<file path="config.mk">
export PLATFORM = sky130hd
export DESIGN_NAME = rotate_arbiter_seq_16_flat
export DESIGN_NICKNAME = d
export VERILOG_FILES = /design/src/rtl/rotate_arbiter_seq_16_if.sv /design/src/rtl/rotate_arbiter_seq_16.sv /design/src/flat_wrapper.sv
export SDC_FILE = /design/constraint.sdc
export NUM_CORES = 1
export LEC_CHECK = 0
export ABC_AREA = 1
export CAP_MARGIN = 20
export CORE_MARGIN = 1
export CORE_UTILIZATION = 40
export DETAILED_ROUTE_END_ITERATION = 16
export PLACE_DENSITY = 0.73
export SLEW_MARGIN = 0
export SYNTH_ARGS = -nofsm -noshare
export SYNTH_HDL_FRONTEND = slang
export SYNTH_SLANG_ARGS = --single-unit
</file>
<file path="constraint.sdc">
create_clock -name clk -period 2.5 [get_ports clk]
set_input_delay 0.5 -clock clk [delete_from_list [all_inputs] [get_ports clk]]
set_output_delay 0.5 -clock clk [all_outputs]
set_load 0.005 [all_outputs]
</file>
<file path="src/rtl/rotate_arbiter_seq_16_if.sv">
// Request/result bus for rotate_arbiter_seq_16: two command requesters and one tagged result port.
// The master side drives commands and out_ready; the slave side is the arbiter.
interface rotate_arbiter_seq_16_if #(
  parameter int PASS_W = 3
);
  logic              req0_valid;
  logic              req0_ready;
  logic [15:0]       req0_a;
  logic [3:0]        req0_amt;
  logic              req0_lr;
  logic [PASS_W-1:0] req0_passes;

  logic              req1_valid;
  logic              req1_ready;
  logic [15:0]       req1_a;
  logic [3:0]        req1_amt;
  logic              req1_lr;
  logic [PASS_W-1:0] req1_passes;

  logic              out_valid;
  logic              out_ready;
  logic [15:0]       out_data;
  logic              out_id;

  modport master (
    output req0_valid, req0_a, req0_amt, req0_lr, req0_passes,
    output req1_valid, req1_a, req1_amt, req1_lr, req1_passes,
    output out_ready,
    input  req0_ready, req1_ready, out_valid, out_data, out_id
  );

  modport slave (
    input  req0_valid, req0_a, req0_amt, req0_lr, req0_passes,
    input  req1_valid, req1_a, req1_amt, req1_lr, req1_passes,
    input  out_ready,
    output req0_ready, req1_ready, out_valid, out_data, out_id
  );
endinterface

</file>
<file path="src/rtl/rotate_arbiter_seq_16.sv">
// Round-robin sequencer sharing one 16-bit rotator between two requesters, one pass per clock.
// Optional ROT_ARB_STATS_EN adds saturating per-id completion counters done_cnt0/done_cnt1.

module rotate_arbiter_seq_16_rot (
  input  logic [15:0] a,
  input  logic [3:0]  amt,
  input  logic        lr,
  output logic [15:0] y
);
  // Bit i of the result picks the source bit amt positions away, wrapping mod 16.
  always_comb begin
    y = '0;
    for (int unsigned i = 0; i < 16; i++) begin
      y[i] = lr ? a[4'(i) - amt] : a[4'(i) + amt];
    end
  end
endmodule

module rotate_arbiter_seq_16 #(
  parameter int PASS_W = 3
) (
  input  logic                   clk,
  input  logic                   reset,
  rotate_arbiter_seq_16_if.slave bus,
  output logic                   busy
`ifdef ROT_ARB_STATS_EN
  ,
  output logic [15:0]            done_cnt0,
  output logic [15:0]            done_cnt1
`endif
);

  typedef enum logic [1:0] {
    IDLE,
    RUN,
    DONE
  } state_t;

  state_t            state;
  logic [15:0]       data_r;
  logic [3:0]        amt_r;
  logic              lr_r;
  logic [PASS_W-1:0] cnt_r;
  logic              id_r;
  logic              last_id;
  logic              out_valid_r;
  logic [15:0]       out_data_r;
  logic              out_id_r;
  logic [15:0]       rot_y;
  logic              grant0;
  logic              grant1;

  rotate_arbiter_seq_16_rot u_rot (
    .a   (data_r),
    .amt (amt_r),
    .lr  (lr_r),
    .y   (rot_y)
  );

  // last_id holds the requester served most recently; the other one wins a tie.
  always_comb begin
    grant0 = 1'b0;
    grant1 = 1'b0;
    if (state == IDLE) begin
      grant0 = bus.req0_valid & (~bus.req1_valid | last_id);
      grant1 = bus.req1_valid & (~bus.req0_valid | ~last_id);
    end
  end

  assign bus.req0_ready = grant0;
  assign bus.req1_ready = grant1;
  assign bus.out_valid  = out_valid_r;
  assign bus.out_data   = out_data_r;
  assign bus.out_id     = out_id_r;

  always_ff @(posedge clk) begin
    if (reset) begin
      state       <= IDLE;
      data_r      <= '0;
      amt_r       <= '0;
      lr_r        <= 1'b0;
      cnt_r       <= '0;
      id_r        <= 1'b0;
      last_id     <= 1'b1;
      out_valid_r <= 1'b0;
      out_data_r  <= '0;
      out_id_r    <= 1'b0;
      busy        <= 1'b0;
`ifdef ROT_ARB_STATS_EN
      done_cnt0   <= '0;
      done_cnt1   <= '0;
`endif
    end else begin
      case (state)
        IDLE: begin
          if (grant0 | grant1) begin
            data_r  <= grant1 ? bus.req1_a      : bus.req0_a;
            amt_r   <= grant1 ? bus.req1_amt    : bus.req0_amt;
            lr_r    <= grant1 ? bus.req1_lr     : bus.req0_lr;
            cnt_r   <= grant1 ? bus.req1_passes : bus.req0_passes;
            id_r    <= grant1;
            last_id <= grant1;
            busy    <= 1'b1;
            state   <= RUN;
          end
        end
        RUN: begin
          data_r <= rot_y;
          // The last pass feeds the output register directly so out_data is ready with out_valid.
          if (cnt_r == '0) begin
            out_valid_r <= 1'b1;
            out_data_r  <= rot_y;
            out_id_r    <= id_r;
            state       <= DONE;
          end else begin
            cnt_r <= cnt_r - 1'b1;
          end
        end
        DONE: begin
          if (bus.out_ready) begin
            out_valid_r <= 1'b0;
            busy        <= 1'b0;
            state       <= IDLE;
`ifdef ROT_ARB_STATS_EN
            if (id_r) begin
              if (done_cnt1 != '1) done_cnt1 <= done_cnt1 + 16'd1;
            end else begin
              if (done_cnt0 != '1) done_cnt0 <= done_cnt0 + 16'd1;
            end
`endif
          end
        end
        default: state <= IDLE;
      endcase
    end
  end

endmodule

</file>
<file path="src/flat_wrapper.sv">
// flat-port wrapper written by rule: the top's interface ports become plain ports
module rotate_arbiter_seq_16_flat 
#(
  parameter int PASS_W = 3
)
  (clk, reset, busy, bus_req0_valid, bus_req0_a, bus_req0_amt, bus_req0_lr, bus_req0_passes, bus_req1_valid, bus_req1_a, bus_req1_amt, bus_req1_lr, bus_req1_passes, bus_out_ready, bus_req0_ready, bus_req1_ready, bus_out_valid, bus_out_data, bus_out_id);
  rotate_arbiter_seq_16_if #(.PASS_W(PASS_W)) bus_i ();
  input  logic clk;
  input  logic reset;
  output logic busy;
  input wire logic [$bits(bus_i.req0_valid)-1:0] bus_req0_valid;
  input wire logic [$bits(bus_i.req0_a)-1:0] bus_req0_a;
  input wire logic [$bits(bus_i.req0_amt)-1:0] bus_req0_amt;
  input wire logic [$bits(bus_i.req0_lr)-1:0] bus_req0_lr;
  input wire logic [$bits(bus_i.req0_passes)-1:0] bus_req0_passes;
  input wire logic [$bits(bus_i.req1_valid)-1:0] bus_req1_valid;
  input wire logic [$bits(bus_i.req1_a)-1:0] bus_req1_a;
  input wire logic [$bits(bus_i.req1_amt)-1:0] bus_req1_amt;
  input wire logic [$bits(bus_i.req1_lr)-1:0] bus_req1_lr;
  input wire logic [$bits(bus_i.req1_passes)-1:0] bus_req1_passes;
  input wire logic [$bits(bus_i.out_ready)-1:0] bus_out_ready;
  output wire logic [$bits(bus_i.req0_ready)-1:0] bus_req0_ready;
  output wire logic [$bits(bus_i.req1_ready)-1:0] bus_req1_ready;
  output wire logic [$bits(bus_i.out_valid)-1:0] bus_out_valid;
  output wire logic [$bits(bus_i.out_data)-1:0] bus_out_data;
  output wire logic [$bits(bus_i.out_id)-1:0] bus_out_id;
  assign bus_i.req0_valid = bus_req0_valid;
  assign bus_i.req0_a = bus_req0_a;
  assign bus_i.req0_amt = bus_req0_amt;
  assign bus_i.req0_lr = bus_req0_lr;
  assign bus_i.req0_passes = bus_req0_passes;
  assign bus_i.req1_valid = bus_req1_valid;
  assign bus_i.req1_a = bus_req1_a;
  assign bus_i.req1_amt = bus_req1_amt;
  assign bus_i.req1_lr = bus_req1_lr;
  assign bus_i.req1_passes = bus_req1_passes;
  assign bus_i.out_ready = bus_out_ready;
  assign bus_req0_ready = bus_i.req0_ready;
  assign bus_req1_ready = bus_i.req1_ready;
  assign bus_out_valid = bus_i.out_valid;
  assign bus_out_data = bus_i.out_data;
  assign bus_out_id = bus_i.out_id;
  rotate_arbiter_seq_16 #(.PASS_W(PASS_W)) u_core (.clk(clk), .reset(reset), .bus(bus_i), .busy(busy));
endmodule
</file>
==> metrics.txt <==
post-CTS sizing 0; placed cells 860; total nets after synthesis 736; initial antenna violation count 0; Residual DRC 0; Slew headroom 62.1%; synthesis-stage register bit count 47; endpoints failing setup 0; pin count of the biggest net entering global routing 32; CTS max path bufs 2; Mean Syn Cell Area 5.96 µm²; CP max-delay cell clkdlybuf4s50_1; final instance area 4950 µm²; combinational share of power 74.8%; layout cell share with drive strength beyond 1 8.17%; Worst Hold Class flip-flop to flip-flop; I/O Buffers 73; Detailed Route WL 14000 µm; depth of the CTS H-tree 2; WHS 0.472 ns; clock buffer count from CTS 5; Tot GR Track Use 28.1%; grt total ovfl 0; Worst-Skew Late Latency 0.31 ns; Mapped Cells 673; post-layout util 50.9%; Max Clock Skew 0.00998 ns; pins over their slew limit 0; FF-to-FF setup slack 0.40 ns; Setup WS pre-CTS 0.230 ns; Core Rows 36; Final Cycle Share 90.9%; CORE AREA 9730 µm²; Fillers 1062; switching share of power 55.5%; Initial DRC Count 327; clock slew at reported path FFs 0.09 ns; worst path arrival time 1.77 ns; WHS Path Cells 2; outcome completed; hpwl dp 11100 µm; RD Place Congestion 0.997; CTS Sinks 47; Power, Total 7.08 mW; Setup crit start kind input pin; Synth Area in Adders 3.12%; Max stage delay on crit path 0.53 ns; first drt pass iteration count 5; Fin. Hold Viols 0; Hold EP u_core.busy; cts hold-fix bufs 0; peak supply drop 0.624 mV; crit path capture type primary output; largest family of logic cells by synthesized area simple AND/OR/NAND/NOR gates; Clk network pwr share 6.8%; Placed Area 4870 µm²; CP cell instances clkdlybuf4s50_1, nand2_2, a21oi_4, clkdlybuf4s50_1; Root Driver clkbuf_8; critical path class input pin to primary output; Seq/Total Area, Yosys 23.5%; Die ar. 10400 µm²; Simple-Gate Fraction of Synth Area 50.3%; leakage 2.30 nW; chip width 102 µm; overall die height 102 µm; RSZ-0062 raised after global routing false; # IOs 74; Internal Power 3.16 mW; Post CTS Setup Buffer Count 0; CTS tree built; WL/cell 16.2 µm; min-delay src u_core.busy; crit-path most repeated cell clkdlybuf4s50_1; fraction of synthesized area in multiplexers 0%; max_cap viols 0; R2R depth 9; pwr dens 1430 nW/µm²; reg2reg start u_core.amt_r[2]; antenna cells 0; post-route minimum period 2.27 ns; xor and xnor fraction of the mapped netlist area 1.53%; Switch Pwr 3.93 mW; sequential share of power 18.4%; synth unique cells 30; Compound-Gate Fraction of Synth Area 11.5%; final cell count without fillers 867; Peak Freq 440 MHz; Ys Warns 0; WP data required 2.00 ns; Netlist Area Pre-Place 4010 µm²; crit-path max FO 3; Initial Utilization 41.2%; r2r endpoint u_core.bus.out_data[6]; Net count, final 797; Worst Max-Slew Pin Slew 0.564 ns; Area Growth Syn to Fin 23.6%; vias in the first global route 4501; Via density 5.61; via total after detailed routing 4868; setup tns final 0 ns; first-pass GRT wire length 22300 µm; min setup slack post-route 0.227 ns; remaining antenna violation count 0
## worst max-delay path, delay by kind of cell
family,cells,cell delay (ns)
AO/OA/AOI/OAI,1,0.16
buffers and inverters,2,1.03
AND/OR/NAND/NOR,1,0.08
## cells in the final DEF, fill, tap and decap left out, drive strengths merged
| master | instances |
|---|---|
| clkinv | 2 |
| nand3b | 1 |
| nor3 | 2 |
| xor2 | 5 |
| buf | 19 |
| nand3 | 265 |
| o211ai | 14 |
| inv | 58 |
| clkdlybuf4s50 | 73 |
| nand2 | 126 |
| ha | 10 |
| o31ai | 5 |
| or2 | 1 |
| clkbuf | 6 |
| xnor2 | 2 |
| o21ai | 33 |
| a21oi | 28 |
| nor2 | 37 |
| dfxtp | 47 |
## flip-flops by register name (all words and copies together), names as in the netlist
signal                flops
u_core.bus.out_data      16
u_core.cnt_r              3
u_core.bus.out_valid      1
u_core.id_r               1
u_core.lr_r               1
u_core.data_r            16
u_core.amt_r              4
u_core.last_id            1
u_core.bus.out_id         1
u_core.state              2
u_core.busy               1
## cells in the mapped netlist
cell type	n	area (µm²)
clkbuf_1	12	45.0
xnor2_1	2	17.5
nor3_4	1	16.3
buf_6	1	11.3
a21oi_4	1	16.3
nor2_2	2	12.5
inv_2	21	78.8
buf_4	2	15.0
a21oi_1	27	135
inv_4	1	6.26
nand3_4	1	17.5
o211ai_1	14	105
dfxtp_1	47	941
clkinv_1	1	3.75
nor2_1	33	124
buf_2	20	100
nor2_4	2	22.5
buf_1	3	11.3
xor2_1	5	43.8
ha_1	10	125
inv_1	36	135
nand2_2	4	25.0
nor3_1	1	5.00
nand2_1	122	458
o21ai_1	23	115
or2_2	1	6.26
nand3_1	264	1320
o31ai_1	5	37.5
nand3b_1	1	7.51
o21ai_0	10	50.1
## kinds of logic after synthesis
kind of cell             count (synthesis)
AO/OA/AOI/OAI                           80
buffers and inverters                   97
flip-flops                              47
adder cells (fa/ha/maj)                 10
XOR/XNOR                                 7
AND/OR/NAND/NOR                        432
## final cells by class
type	instances	area (µm²)	area share (%)
sequential	47	941	19.0
multi-input combinational	529	2660	53.7
inverter	59	224	4.52
clock inverter	1	5.00	0.101
tap	133	166	3.36
clock buffer	6	82.6	1.67
timing repair buffer	92	873	17.6
## per-layer routing
metal	share of wire, %	wire, µm	global-route usage, %	up-vias
li1	-	-	-	2431
met1	43	6100	36.0	2213
met2	46	6510	46.1	196
met3	7.0	977	5.68	28
met4	3.2	447	11.2	0
met5	0	0	0	-
## worst max path at each step
stage	from	endpoint	slack, ns
2_1_floorplan	u_core.amt_r[1]	u_core.data_r[8]	0.31
3_3_place_gp	bus_req1_valid	bus_req0_ready	0.25
3_5_place_dp	bus_req0_valid	bus_req0_ready	0.23
4_1_cts	bus_req0_valid	bus_req0_ready	0.22
5_1_grt	bus_req0_valid	bus_req0_ready	0.17
6_report	bus_req0_valid	bus_req0_ready	0.23
## power by group through the flow
stage | clock network (mW) | logic (mW) | registers, mW
after detailed placement | 0 | 5.21 | 1.31
after global placement | 0 | 5.11 | 1.31
final | 0.481 | 5.30 | 1.31
after floorplan | 0 | 3.79 | 1.24
after global routing | 0.516 | 5.92 | 1.33
after CTS | 0.490 | 5.23 | 1.30
No activity file was read; power rests on OpenSTA's default activity.
